===== config.mk =====
export PLATFORM = sky130hd
export DESIGN_NAME = rv32_fetch_unit
export DESIGN_NICKNAME = d
export VERILOG_FILES = /design/src/rtl/rv32_pkg.sv /design/src/rtl/rv32_fetch_unit.sv
export SDC_FILE = /design/constraint.sdc
export NUM_CORES = 1
export LEC_CHECK = 0
export ABC_AREA = 1
export BUFFER_PORTS_ARGS = -buffer_cell sky130_fd_sc_hd__buf_2
export CAP_MARGIN = 5
export CORE_MARGIN = 1.5
export CORE_UTILIZATION = 35
export CTS_CLUSTER_DIAMETER = 100
export DETAILED_ROUTE_END_ITERATION = 10
export HOLD_SLACK_MARGIN = 0.06
export SETUP_SLACK_MARGIN = 0.15
export SLEW_MARGIN = 10
export SYNTH_ARGS = -nofsm -noshare
export SYNTH_HDL_FRONTEND = slang
export SYNTH_SLANG_ARGS = --single-unit

===== constraint.sdc =====
create_clock -name clk -period 5.3 [get_ports clk]
set_input_delay 0.265 -clock clk [delete_from_list [all_inputs] [get_ports clk]]
set_output_delay 0.265 -clock clk [all_outputs]
set_load 0.03 [all_outputs]

===== src/rtl/rv32_pkg.sv =====
// rv32_pkg: shared constants and types for the rv32 front end
package rv32_pkg;
  localparam logic [31:0] NOP_INST = 32'h0000_0013;
  localparam logic [1:0] FC_NONE = 2'b00;
  localparam logic [1:0] FC_MISALIGN = 2'b01;
  localparam logic [1:0] FC_RANGE = 2'b10;
  typedef enum logic [1:0] {
    BOOT = 2'd0,
    RUN = 2'd1,
    FAULT = 2'd2
  } fetch_state_e;
endpackage


===== src/rtl/rv32_fetch_unit.sv =====
// rv32_fetch_unit: RV32I instruction fetch, owns the PC and feeds decode over valid/ready
// ports: clk/rst (async high); imem_a/imem_en/imem_rd combinational memory read;
// inst_valid/inst_ready/inst/inst_pc to decode; redirect_valid/redirect_pc from execute;
// fault/fault_cause/fault_pc sticky fault report; fetch_count accepted-instruction counter
module rv32_fetch_unit
  import rv32_pkg::*;
#(
  parameter logic [31:0] RESET_PC = 32'h0000_0000,
  parameter int IMEM_DEPTH = 1024,
  parameter logic [31:0] NOP_INST = rv32_pkg::NOP_INST
) (
  input  logic        clk,
  input  logic        rst,
  output logic [31:0] imem_a,
  output logic        imem_en,
  input  logic [31:0] imem_rd,
  output logic        inst_valid,
  input  logic        inst_ready,
  output logic [31:0] inst,
  output logic [31:0] inst_pc,
  input  logic        redirect_valid,
  input  logic [31:0] redirect_pc,
  output logic        fault,
  output logic [1:0]  fault_cause,
  output logic [31:0] fault_pc,
  output logic [31:0] fetch_count
);
  localparam logic [31:0] DEPTH_W = 32'(IMEM_DEPTH);
  fetch_state_e state_q, state_d;
  logic [31:0] pc_q, pc_d, inst_q, inst_d, inst_pc_q, inst_pc_d;
  logic [31:0] fault_pc_q, fault_pc_d, fetch_count_q, fetch_count_d;
  logic [1:0] fault_cause_q, fault_cause_d;
  logic inst_valid_q, inst_valid_d, fault_q, fault_d;
  logic run, in_range, room, xfer, fetch_go;
  assign run = state_q == RUN;
  assign in_range = {2'b00, pc_q[31:2]} < DEPTH_W;
  // output register can take a new word this cycle
  assign room = !inst_valid_q || inst_ready;
  assign xfer = inst_valid_q && inst_ready;
  assign fetch_go = run && !redirect_valid && room && in_range;
  assign imem_a = pc_q;
  assign imem_en = fetch_go;
  assign inst_valid = inst_valid_q;
  assign inst = inst_q;
  assign inst_pc = inst_pc_q;
  assign fault = fault_q;
  assign fault_cause = fault_cause_q;
  assign fault_pc = fault_pc_q;
  assign fetch_count = fetch_count_q;
  always_comb begin
    state_d = state_q == BOOT ? RUN : state_q;
    pc_d = pc_q;
    inst_d = xfer ? NOP_INST : inst_q;
    inst_pc_d = inst_pc_q;
    inst_valid_d = xfer ? 1'b0 : inst_valid_q;
    fault_d = fault_q;
    fault_cause_d = fault_cause_q;
    fault_pc_d = fault_pc_q;
    // a handshake in a redirect cycle still counts; the flush below follows it
    fetch_count_d = fetch_count_q + {31'd0, xfer};
    if (run && redirect_valid) begin
      inst_valid_d = 1'b0;
      inst_d = NOP_INST;
      if (redirect_pc[1:0] == 2'b00) begin
        pc_d = redirect_pc;
      end else begin
        state_d = FAULT;
        fault_d = 1'b1;
        fault_cause_d = FC_MISALIGN;
        fault_pc_d = redirect_pc;
      end
    end else if (fetch_go) begin
      inst_d = imem_rd;
      inst_pc_d = pc_q;
      inst_valid_d = 1'b1;
      pc_d = pc_q + 32'd4;
    end else if (run && room && !in_range) begin
      state_d = FAULT;
      fault_d = 1'b1;
      fault_cause_d = FC_RANGE;
      fault_pc_d = pc_q;
    end
  end
  always_ff @(posedge clk or posedge rst) begin
    if (rst) begin
      state_q <= BOOT;
      pc_q <= RESET_PC;
      inst_q <= NOP_INST;
      inst_pc_q <= '0;
      inst_valid_q <= 1'b0;
      fault_q <= 1'b0;
      fault_cause_q <= FC_NONE;
      fault_pc_q <= '0;
      fetch_count_q <= '0;
    end else begin
      state_q <= state_d;
      pc_q <= pc_d;
      inst_q <= inst_d;
      inst_pc_q <= inst_pc_d;
      inst_valid_q <= inst_valid_d;
      fault_q <= fault_d;
      fault_cause_q <= fault_cause_d;
      fault_pc_q <= fault_pc_d;
      fetch_count_q <= fetch_count_d;
    end
  end
endmodule

== Yosys cells after proc, flatten, opt, wreduce, memory -nomap -nowiden ==
Cells that the tools add are included.
Word-level totals
  register bits after elaboration: 166
  latch bits: 0
  RAM bits: 0
  memory bits (read-only): 0
  input port bits: 68
  output and inout port bits: 165
  logic and storage cells: 62
  memories: 0
Cells by class
  add/subtract/negate cells: 2
  multiply operators: 0
  div/mod/pow operators: 0
  $lt $le $gt $ge: 1
  eq/ne operators: 4
  shift operators: 0
  muxes and demuxes: 26
  bitwise operators: 1
  reductions and logical operators: 19
Operator list (number)
  $mux 32: 10
  $add 32x1->32: 1
  $add 32x3->32 const B: 1
  $lt 30x11->1 const B: 1
  $mux 2: 9
  $logic_and 1x1->1: 7
  $mux 1: 7
  $logic_not 2->1: 2
  $ne 2x1->1 const B: 2
  $reduce_and 2->1: 2
  $reduce_bool 2->1: 2
  $logic_not 1->1: 3
  $reduce_and 3->1: 1
  $reduce_bool 3->1: 1
  $eq 2x1->1 const B: 1
  $ne 2x2->1 const B: 1
  $logic_or 1x1->1: 1
  $not 1->1: 1

== Depth between registers and ports, before layout ==
  depth in word-level cells: 7
  gate-level depth with buffers: 11
  gate-level depth less buffers: 10

== Worst setup path before layout ==
No wires, ideal clock.
  path type: register to register
  from: register inst_valid_q (netlist: inst_valid)
  to: register fetch_count_q[28] (netlist: fetch_count[28])
  arrival: 1.714 ns
  data required time: 5.178 ns
  slack: 3.465 ns
  stages on the path, launching flop included: 11
  clock period less this slack: 1.835 ns
  cells stage by stage: dfrtp_1 nand2_1 inv_1 ha_1 ha_1 inv_1 nor2_1 inv_1 nor2_1 nand2_1 xor2_1
On the way
  cells in the longest elaborated chain, start to end: 2
Ends and longest elaborated chain
  start: declaration: line rv32_fetch_unit.sv:33  | logic inst_valid_q, inst_valid_d, fault_q, fault_d;
  start signal: assignment: line rv32_fetch_unit.sv:100  | inst_valid_q <= inst_valid_d;
  $logic_and 1x1->1: line rv32_fetch_unit.sv:39  | assign xfer = inst_valid_q && inst_ready;
  $add 32x1->32: line rv32_fetch_unit.sv:60  | fetch_count_d = fetch_count_q + {31'd0, xfer};
  net fetch_count_d[28]: line rv32_fetch_unit.sv:31  | logic [31:0] fault_pc_q, fault_pc_d, fetch_count_q, fetch_count_d;
  end signal: assignment: line rv32_fetch_unit.sv:104  | fetch_count_q <= fetch_count_d;
  end: declaration: line rv32_fetch_unit.sv:31
The timed path passes the listed nets, and every way through them passes these cells.
A chain may end at the register's enable or synchronous reset.

== Final worst setup path ==
  from: register pc_q[20] (netlist: imem_a[20])
  to: output imem_en
On the way
  cells in the longest elaborated chain, start to end: 2
Ends and longest elaborated chain
  start: declaration: line rv32_fetch_unit.sv:30  | logic [31:0] pc_q, pc_d, inst_q, inst_d, inst_pc_q, inst_pc_d;
  start signal: assignment: line rv32_fetch_unit.sv:97  | pc_q <= pc_d;
  $lt 30x11->1: line rv32_fetch_unit.sv:36  | assign in_range = {2'b00, pc_q[31:2]} < DEPTH_W;
  $logic_and 1x1->1: line rv32_fetch_unit.sv:40  | assign fetch_go = run && !redirect_valid && room && in_range;
  end: declaration: line rv32_fetch_unit.sv:15  | output logic imem_en,
No other way between the ends.

==> impl_metrics.yaml <==
floorplanning:
  die_height_um: 150
  die_area_sq_um: 22500
  fp.dieW_um: 150
  num_rows: 53
  start_util_pct: 35.9
  coreArea_sq_um: 21100
  io_pins: 233
pwr:
  pwr-share-comb_pct: 2.8
  switching_share_pct: 23.3
  ir_worst_vdd_uv: 183
  switchingPower_uw: 582
  p_int_mw: 1.91
  leakagePower_nw: 5.58
  clockPowerShare_pct: 46.5
  power_density_nw_per_um2: 257
  pwr-share-seq_pct: 50.8
timing:
  finalSetupViolCount: 0
  relSlewSlack_pct: 26.7
  rsz0062_at_grt: "false"
  totalNegativeSetupSlack_ps: 0
  hold_viol_final: 0
  fin_crit_sh_pct: 60.7
  skew_ps: 12.9
  max_freq_ghz: 0.311
  min_period_ps: 3220
  slew_viol_final: 0
  worstMarginPinSlew_ps: 1100
synth:
  synth.yosys.warnings: 0
  synth_area_sq_um: 7560
  ys_top_cells_by_area: "dfrtp_1 54%, nand2_1 15%, inv_1 5.7%"
  ys.flop_type: "dfrtp_1"
  avgSynthCellArea_sq_um: 8.16
  synth_top_area_share_pct: 53.9
  synth_largest_area_cell: "dfrtp_1"
  synth_edf_count: 0
  ys_types: 32
  syn_inst: 927
  ys_seq_elements: 166
  synth_seq_area_share_pct: 55.0
  synth-async-reset-ratio_pct: 100
  syn_nets: 998
run_status:
  status: "finished clean"
clock_network:
  cts_buffers: 17
  path_clk_slew_ps: 70
  cts_setup_buffers: 0
  root_buffer: "clkbuf_16"
  clk_latency_ps: 430
  ctsLongestPathBuffers: 2
  cts_resized: 0
  cts_tree: "built"
  htreeDepth: 4
  cts_sinks: 166
cells_and_area:
  multi_input_area_sq_um: 2760
  stdcell_count: 1461
  ff_latch_area_sq_um: 4160
  area_growth_pct: 28.3
  fin_nets: 1244
  fillers: 2118
  drive_gt1_share_pct: 23.9
  insertedDiodeCount: 0
route:
  via_count: 6781
  postRouteWirelength_um: 21600
  drt.antenna.violating_nets: 0
  drt_iter0_drc: 368
  viasPerCell: 4.64
  drt_drc_violations_left: 0
  wl_per_cell_um: 14.8
  drtPass1Iterations: 5
critical_path:
  worstPathArrival_ps: 2950
  worstPathMaxFanout: 30
  setup.worst_path.start_class: "flop"
  cp-end-kind: "primary output"
  crit_start: "imem_a[20]"
  required_ps: 5040
  criticalPathCategory: "reg2out"
  reg2reg_from: "state_q[1]"
hold_path:
  worstHoldStart: "imem_rd[14]"
  holdCritPathClass: "in2reg"
placed_design:
  dp_cells: 1404
  gp_congestion: 0.870
  io_buffer_count: 232
  dp_hpwl_um: 14800
global_route:
  antenna_found_initial: 0
  grt_max_degree: 76
  grt.overflow.total: 0
  grt.total_usage_pct: 19.3
  grt_pass1_wl_um: 33900
  grt_pass1_vias: 6494
job:
  maxCapViolations: 0
==> flip-flops by register name (all words and copies together), names as in the netlist <==
register     count
state_q          2
inst            32
imem_a          32
fetch_count     32
fault_pc        32
fault_cause      2
fault            1
inst_valid       1
inst_pc         32
==> per-layer routing <==
layer	vias up	GRT usage [%]	part of all wire [%]
met5	-	0	0
met4	0	4.90	0.81
met3	14	5.03	7.4
met2	256	30.8	45
met1	3116	26.2	46
li1	3395	-	-
==> cells in the final DEF, fill, tap and decap left out, drive strengths merged <==
master         n
clkinvlp       5
clkbuf        19
nand4          9
nand3         61
xnor2          7
a21oi          5
dfrtp        163
nor4           2
nand2        312
o22ai          1
nor3          22
nor3b          1
o211ai         2
inv          121
o21ai         90
dfstp          3
buf          237
ha             3
dlygate4sd3   25
xor2          23
o21bai         1
nor2          67
a31oi          1
clkinv         6
==> cell type report <==
type | count | share of cell area [%]
clock buffer | 19 | 4.57
clock inverter | 13 | 1.02
inverter | 119 | 4.66
multi-input combinational | 607 | 28.4
sequential | 166 | 42.9
tap | 275 | 3.55
timing repair buffer | 262 | 14.9
==> critical path: stages, from the launching register on <==
cell	delay [ps]
dfrtp_1	430
nor2_1	160
nand3_1	100
nor2_1	200
nand3_2	440
inv_1	840
buf_2	330
==> power groups by stage <==
stage,Sequential (mW),Clock [mW],Combinational (mW)
finish,1.27,1.16,0.0687
global route,1.27,1.24,0.0779
CTS,1.27,1.20,0.0703
detailed placement,1.29,0,0.0561
global placement,1.29,0,0.0570
floorplan,1.29,0,0.0192
==> synth_stat cells (all sizes together), types with 7 or more instances <==
cell type,instances
xor2,23
buf,27
nor2,67
clkbuf,8
nor3,22
nand4,9
o21ai,90
xnor2,7
dfrtp,163
nand2,312
nand3,61
inv,118
==> path summary, 6_finish.rpt <==
kind / slack [ps] / end / cells past startpoint
max: 2080 / imem_en / 6
min: 70 / inst[14] / 3
max reg2reg: 2340 / fault_pc[19] / 9
min reg2reg: 460 / fault / 2
max in group asynchronous: 3630 / inst[18] / 4
min in group asynchronous: 520 / inst[31] / 3
==> metrics by stage <==
stage	util (%)	worst slack, ps	power [mW]	area, sq um	hold slack, ps
after CTS	46.0	1980	2.53	9700	60.8
after global placement	42.3	2330	1.35	8910	440
after global routing	46.0	1790	2.58	9700	80.8
after detailed placement	42.3	2260	1.35	8910	439
after floorplan	-	550	1.31	7560	386
final	46.0	2080	2.50	9700	71.2
==> cells by family after synthesis <==
| family | Yosys count | synth area share, % |
|---|---|---|
| adder cells (fa/ha/maj) | 3 | 0.496 |
| flip-flops | 166 | 55.0 |
| buffers and inverters | 154 | 8.55 |
| AO/OA/AOI/OAI | 100 | 6.85 |
| XOR/XNOR | 30 | 3.47 |
| AND/OR/NAND/NOR | 474 | 25.6 |
==> what timing repair did <==
action | CTS | global route
hold buffers | 25 | 0
setup endpoints to repair | 0 | 0
hold endpoints to repair | 95 | 0
No activity file was read; power rests on OpenSTA's default activity.
